--- config.mk ---
export PLATFORM = sky130hd
export DESIGN_NAME = capture_ctrl
export DESIGN_NICKNAME = d
export VERILOG_FILES = /design/src/rtl/logIP_pkg.sv /design/src/rtl/capture_ctrl.sv
export SDC_FILE = /design/constraint.sdc
export NUM_CORES = 1
export LEC_CHECK = 0
export CORE_MARGIN = 4
export CORE_UTILIZATION = 40
export DETAILED_ROUTE_END_ITERATION = 7
export PLACE_DENSITY = 0.67
export SLEW_MARGIN = 10
export SYNTH_ARGS = -nofsm -noshare
export SYNTH_HDL_FRONTEND = slang
export SYNTH_SLANG_ARGS = --single-unit
--- constraint.sdc ---
create_clock -name clk_i -period 3.6 [get_ports clk_i]
set_clock_uncertainty 0.05 [all_clocks]
set_input_delay 0.72 -clock clk_i [delete_from_list [all_inputs] [get_ports clk_i]]
set_output_delay 0.72 -clock clk_i [all_outputs]
set_load 0.03 [all_outputs]
--- src/rtl/logIP_pkg.sv ---
// +----------------------------------------------------------------------+
// | logIP_pkg: shared types and constants for the logIP capture path      |
// | Revision: 1.0                                                         |
// +----------------------------------------------------------------------+
`default_nettype none

package logIP_pkg;

  localparam int CNT_W = 18;
  localparam logic [7:0] SUMP_SET_CNT = 8'h81;

  typedef enum logic [2:0] {
    IDLE    = 3'd0,
    ARMED   = 3'd1,
    DELAY   = 3'd2,
    RD_ADDR = 3'd3,
    RD_DATA = 3'd4,
    SEND    = 3'd5
  } capture_state_t;

  // One bit wider than CNT_W so that a field of 0xFFFF (2**18) is exact.
  function automatic logic [CNT_W:0] cnt_from_field(input logic [15:0] f);
    cnt_from_field = {1'b0, f, 2'b00} + (CNT_W + 1)'(4);
  endfunction

endpackage

`default_nettype wire

--- src/rtl/capture_ctrl.sv ---
// +----------------------------------------------------------------------+
// | capture_ctrl: ring-buffer sample capture with post-trigger delay and  |
// | newest-first valid/ready readout. Optional macro:                     |
// | LOGIP_CAPTURE_ABORT_EN adds abort_i.                                  |
// | Revision: 1.0                                                         |
// +----------------------------------------------------------------------+
`default_nettype none

module capture_ctrl
  import logIP_pkg::*;
#(
  parameter int ADDR_W = 10,
  parameter int DATA_W = 32
) (
  input  logic              clk_i,
  input  logic              rst_i,
`ifdef LOGIP_CAPTURE_ABORT_EN
  input  logic              abort_i,
`endif
  input  logic [31:0]       cmd_i,
  input  logic              set_cnt_i,
  input  logic              exec_i,
  input  logic              arm_i,
  input  logic              run_i,
  input  logic              stb_i,
  input  logic [DATA_W-1:0] smpls_i,
  output logic              mem_we_o,
  output logic [ADDR_W-1:0] mem_addr_o,
  output logic [DATA_W-1:0] mem_wdata_o,
  input  logic [DATA_W-1:0] mem_rdata_i,
  output logic [DATA_W-1:0] tx_data_o,
  output logic              tx_valid_o,
  input  logic              tx_ready_i,
  output logic              busy_o
);

  localparam logic [CNT_W:0]   DEPTH   = (CNT_W + 1)'(1) << ADDR_W;
  localparam logic [CNT_W-1:0] RST_CNT = CNT_W'(4);

  capture_state_t    state_q, state_d;
  logic [ADDR_W-1:0] wptr_q, wptr_d;
  logic [ADDR_W-1:0] raddr_q, raddr_d;
  logic [CNT_W-1:0]  dcnt_q, dcnt_d;
  logic [CNT_W-1:0]  rcnt_q, rcnt_d;
  logic [CNT_W-1:0]  delay_n_q, delay_n_d;
  logic [CNT_W-1:0]  read_n_q, read_n_d;
  logic [DATA_W-1:0] tx_data_q, tx_data_d;
  logic              tx_valid_q, tx_valid_d;

  logic              w_we;
  logic [ADDR_W-1:0] w_addr;
  logic [DATA_W-1:0] w_wdata;
  logic [CNT_W-1:0]  w_delay_n;
  logic [CNT_W:0]    w_read_full;
  logic [CNT_W-1:0]  w_read_n;

  // A delay field of 0xFFFF wraps to 0; counting down through the wrap
  // still yields exactly 2**18 writes before the counter returns to 0.
  assign w_delay_n   = {cmd_i[31:16], 2'b00} + CNT_W'(4);
  assign w_read_full = cnt_from_field(cmd_i[15:0]);
  assign w_read_n    = (w_read_full > DEPTH) ? DEPTH[CNT_W-1:0] : w_read_full[CNT_W-1:0];

  always_ff @(posedge clk_i) begin
    if (rst_i) begin
      state_q    <= IDLE;
      wptr_q     <= '0;
      raddr_q    <= '0;
      dcnt_q     <= '0;
      rcnt_q     <= '0;
      delay_n_q  <= RST_CNT;
      read_n_q   <= RST_CNT;
      tx_data_q  <= '0;
      tx_valid_q <= 1'b0;
    end else begin
      state_q    <= state_d;
      wptr_q     <= wptr_d;
      raddr_q    <= raddr_d;
      dcnt_q     <= dcnt_d;
      rcnt_q     <= rcnt_d;
      delay_n_q  <= delay_n_d;
      read_n_q   <= read_n_d;
      tx_data_q  <= tx_data_d;
      tx_valid_q <= tx_valid_d;
    end
  end

  always_comb begin
    state_d    = state_q;
    wptr_d     = wptr_q;
    raddr_d    = raddr_q;
    dcnt_d     = dcnt_q;
    rcnt_d     = rcnt_q;
    delay_n_d  = delay_n_q;
    read_n_d   = read_n_q;
    tx_data_d  = tx_data_q;
    tx_valid_d = tx_valid_q;
    w_we       = 1'b0;
    w_addr     = '0;
    w_wdata    = '0;

    if (exec_i && set_cnt_i) begin
      delay_n_d = w_delay_n;
      read_n_d  = w_read_n;
    end

    case (state_q)
      IDLE: begin
        if (arm_i) begin
          state_d = ARMED;
          dcnt_d  = delay_n_q;
          rcnt_d  = read_n_q;
        end
      end

      ARMED: begin
        w_addr = wptr_q;
        if (stb_i) begin
          w_we    = 1'b1;
          w_wdata = smpls_i;
          wptr_d  = wptr_q + ADDR_W'(1);
        end
        if (arm_i) begin
          dcnt_d = delay_n_q;
          rcnt_d = read_n_q;
        end else if (run_i) begin
          // A sample coinciding with the trigger is the first delay sample.
          if (stb_i && dcnt_q == CNT_W'(1)) begin
            state_d = RD_ADDR;
            raddr_d = wptr_q;
          end else begin
            state_d = DELAY;
          end
          dcnt_d = dcnt_q - CNT_W'(stb_i);
        end
      end

      DELAY: begin
        w_addr = wptr_q;
        if (stb_i) begin
          w_we    = 1'b1;
          w_wdata = smpls_i;
          wptr_d  = wptr_q + ADDR_W'(1);
        end
        if (arm_i) begin
          state_d = ARMED;
          dcnt_d  = delay_n_q;
          rcnt_d  = read_n_q;
        end else if (stb_i) begin
          dcnt_d = dcnt_q - CNT_W'(1);
          if (dcnt_q == CNT_W'(1)) begin
            state_d = RD_ADDR;
            raddr_d = wptr_q;
          end
        end
      end

      RD_ADDR: begin
        w_addr  = raddr_q;
        state_d = RD_DATA;
      end

      RD_DATA: begin
        w_addr     = raddr_q;
        tx_data_d  = mem_rdata_i;
        tx_valid_d = 1'b1;
        state_d    = SEND;
      end

      SEND: begin
        w_addr = raddr_q;
        if (tx_ready_i) begin
          tx_valid_d = 1'b0;
          rcnt_d     = rcnt_q - CNT_W'(1);
          raddr_d    = raddr_q - ADDR_W'(1);
          state_d    = (rcnt_q == CNT_W'(1)) ? IDLE : RD_ADDR;
        end
      end

      default: state_d = IDLE;
    endcase

`ifdef LOGIP_CAPTURE_ABORT_EN
    if (abort_i) begin
      state_d    = IDLE;
      tx_valid_d = 1'b0;
      w_we       = 1'b0;
      wptr_d     = wptr_q;
    end
`endif
  end

  assign mem_we_o    = w_we;
  assign mem_addr_o  = w_addr;
  assign mem_wdata_o = w_wdata;
  assign tx_data_o   = tx_data_q;
  assign tx_valid_o  = tx_valid_q;
  assign busy_o      = (state_q != IDLE);

endmodule

`default_nettype wire

==> impl_metrics.tcl <==
set metrics [dict create \
    p_clk_frac 0.417 \
    power_report.internal_total_mw 2.86 \
    outcome "complete, no violations" \
    total_die_area_sq_um 19900 \
    leakagePower_nw 3.48 \
    clk_pin_slew_ns 0.05 \
    detail_route.vias_per_cell 5.52 \
    syn-cell-area_sq_um 7060 \
    nets 1228 \
    grt_start_max_net_pins 61 \
    fp.dieH_um 141 \
    multi_input_comb_area_sq_um 4280 \
    period_needed_ns 3.40 \
    crit_start_category "register" \
    switching_power_summed_over_all_nets_mw 1.13 \
    r2r_slack_ns 0.84 \
    max_cap_violations 0 \
    critical-path-slowest-cell "sky130_fd_sc_hd__clkdlybuf4s50_1" \
    async_set_or_reset_register_ratio_after_synthesis 0 \
    timing_max_transition_violations_final 0 \
    syn_avg_cell_area_sq_um 7.38 \
    gr-usage-all-layers 0.215 \
    h-tree-depth 4 \
    tritoncts_num_sinks 124 \
    worst-path-buf-inv 2 \
    holdCritStartpoint "tx_data_o[20]" \
    commonest_cells_after_routing_fill_and_taps_aside "sky130_fd_sc_hd__clkdlybuf4s50_1, sky130_fd_sc_hd__nand2_1, sky130_fd_sc_hd__dfxtp_1, sky130_fd_sc_hd__nor2_1, sky130_fd_sc_hd__a21oi_1" \
    postSynthNetCount 1071 \
    post_route_cells_drive_above_1_share 0.0906 \
    worst_path_largest_cell_delay_ns 0.71 \
    fmaxAchievable_mhz 295 \
    r2r-end "rcnt_q[4]" \
    timing.critical_path.max_delay_family "buffers and inverters" \
    yosysWarningCount 0 \
    drt_first_iter_violations 619 \
    min_path_type "register to register" \
    maximum_vdd_drop_v 0.000356 \
    reg2reg_depth 7 \
    mostFrequentLayoutCell "sky130_fd_sc_hd__clkdlybuf4s50_1" \
    place.detailed.hpwl_mm 15.4 \
    combinational_fraction_of_design_power 0.208 \
    critical_path.max_fanout 14 \
    r2r-start "state_q[1]" \
    first_global_vias 6678 \
    syn-instance-count 957 \
    timing_hold_violations_final 0 \
    hold-path-endpoint "tx_data_o[20]" \
    number_of_gates_resized_after_cts 0 \
    antenna_cells 0 \
    power.share.sequential 0.374 \
    num_vias 7460 \
    gp_routability_congestion 0.937 \
    endpoint_kind "output port" \
    starting_density_of_the_core 0.408 \
    remaining_global_route_overflow 0 \
    grt_pass1_wl_mm 35.0 \
    finalSetupTns_ns 0 \
    tightestPinTransition_ns 1.12 \
    synth-edff-count 0 \
    fp.dieW_um 141 \
    crit_type "register to output port" \
    holdBufCountCts 0 \
    yosysSeqAreaShare 0.351 \
    timing.critical_path.arrival_ns 2.63 \
    final.period_utilization 0.943 \
    core_region_area_sq_um 17300 \
    cts_buffers 17 \
    setup_viol 0 \
    clock_insertion_delay_worst_skew_ns 0.42 \
    syn2layout_area_growth_pct 35.6 \
    synth-seq-cells 124 \
    io-pin-count 181 \
    worstPathCellList "xor2_1 -> buf_4 -> a22oi_1 -> o21ai_0 -> clkdlybuf4s50_1" \
    footprint_of_the_flip_flops_and_latches_sq_um 2480 \
    wl_mm 21.9 \
    synth.distinct_cells 68 \
    postRouteAntennaNets 0 \
    count_of_port_buffers_added_during_placement 180 \
    number_of_antenna_violations_at_the_first_check_in_global_routing 0 \
    drcViolationCount 0 \
    rows 48 \
    worstHoldPathCells 2 \
    cts.path.max_buffers 2 \
    dr.pass1.iters 5 \
    post-cts-setup-buffers 0 \
    p_per_area_nw_per_um2 416 \
    slew_headroom 0.247 \
    cp.required_ns 2.83 \
    fillers 1678 \
    tritoncts "done" \
    clock-root-buffer "sky130_fd_sc_hd__clkbuf_16" \
    timing.hold.ws_ns 0.400 \
    power_switching_share 0.284 \
    rsz0062_at_grt "no" \
    post_drt_wl_per_cell_um 16.2 \
    yosys_most_used_dff "sky130_fd_sc_hd__dfxtp_1" \
]
worst max path at each step:
stage                           from            end  cells after the start
after floorplan           state_q[1]  mem_addr_o[0]                      5
after detailed placement    cmd_i[0]    read_n_q[3]                      9
after global routing      state_q[1]  mem_addr_o[7]                      5
after global placement         arm_i     rcnt_q[13]                      8
final                     state_q[1]  mem_addr_o[5]                      5
after CTS                 state_q[1]  mem_addr_o[7]                      5
area by class of cell:
class | instances | share of cell area
Sequential cell | 124 | 0.259
Inverter | 11 | 0.00431
Multi-Input combinational cell | 754 | 0.447
Clock inverter | 5 | 0.00575
Timing Repair Buffer | 206 | 0.199
Clock buffer | 26 | 0.0553
Tap cell | 225 | 0.0294
sequential cells by signal, summed over array words and instances (netlist names):
register    flops
read_n_q       16
tx_data_o      32
dcnt_q         18
rcnt_q         18
tx_valid_o      1
state_q         3
raddr_q        10
wptr_q         10
delay_n_q      16
cells in the mapped netlist, types with 5 or more instances:
master	count	area, sq um
sky130_fd_sc_hd__nor4_1	13	81.3
sky130_fd_sc_hd__xnor2_1	23	201
sky130_fd_sc_hd__a31oi_1	7	43.8
sky130_fd_sc_hd__nor3_1	36	180
sky130_fd_sc_hd__and2_1	36	225
sky130_fd_sc_hd__a21oi_1	96	480
sky130_fd_sc_hd__o21ai_0	65	325
sky130_fd_sc_hd__nand4_1	13	81.3
sky130_fd_sc_hd__xor2_1	18	158
sky130_fd_sc_hd__a21o_1	5	37.5
sky130_fd_sc_hd__nand2_1	133	499
sky130_fd_sc_hd__dfxtp_1	124	2480
sky130_fd_sc_hd__a22o_1	8	70.1
sky130_fd_sc_hd__a22oi_1	22	165
sky130_fd_sc_hd__a211oi_1	18	135
sky130_fd_sc_hd__nor3b_1	9	67.6
sky130_fd_sc_hd__or3_1	10	62.6
sky130_fd_sc_hd__o211ai_1	5	37.5
sky130_fd_sc_hd__and3_1	19	119
sky130_fd_sc_hd__ha_1	10	125
sky130_fd_sc_hd__clkbuf_1	62	233
sky130_fd_sc_hd__inv_1	10	37.5
sky130_fd_sc_hd__nor2_1	98	368
sky130_fd_sc_hd__nand3_1	25	125
sky130_fd_sc_hd__or4_1	8	60.1
stage by stage:
stage | instance area (sq um) | utilization | worst slack (ns) | cells | power, mW
finish | 9580 | 0.554 | 0.205 | 1351 | 3.99
global route | 9580 | 0.554 | 0.0182 | 1351 | 4.17
CTS | 9580 | 0.554 | 0.207 | 1351 | 4.02
detailed placement | 8990 | 0.520 | 0.522 | 1320 | 2.34
global placement | 8990 | 0.520 | 0.576 | 1320 | 2.34
floorplan | 7060 | - | 0.879 | 957 | 2.01
power by group through the flow:
stage | Combinational, mW | Clock, mW | Sequential, mW
finish | 0.831 | 1.66 | 1.49
global route | 0.912 | 1.76 | 1.50
CTS | 0.826 | 1.70 | 1.49
detailed placement | 0.820 | 0 | 1.52
global placement | 0.821 | 0 | 1.52
floorplan | 0.520 | 0 | 1.49
tightest hold or removal path: cells and delay by family, from the launching register on:
family             cells  cell delay [ns]
AOI/OAI and AO/OA      1             0.05
DFF                    1             0.30
and+or+nand+nor        1             0.05
routing by layer:
layer,vias to the layer above,part of all wire,GRT usage
li1,3744,-,-
met1,3497,0.47,0.289
met2,189,0.48,0.346
met3,30,0.038,0.0451
met4,0,0.018,0.0683
met5,-,0,0
kinds of logic (layout without fill, tap and decap cells):
kind of cell	count (synthesis)	count (layout)	synth area share
and+or+nand+nor	428	428	0.294
AOI/OAI and AO/OA	272	272	0.238
DFF	124	124	0.351
buffers and inverters	79	248	0.0432
xor gates and xnor gates	41	41	0.0508
adders and majority gates	10	10	0.0177
muxes	3	3	0.00443
Note: power is estimated with default switching activity, not from simulation.
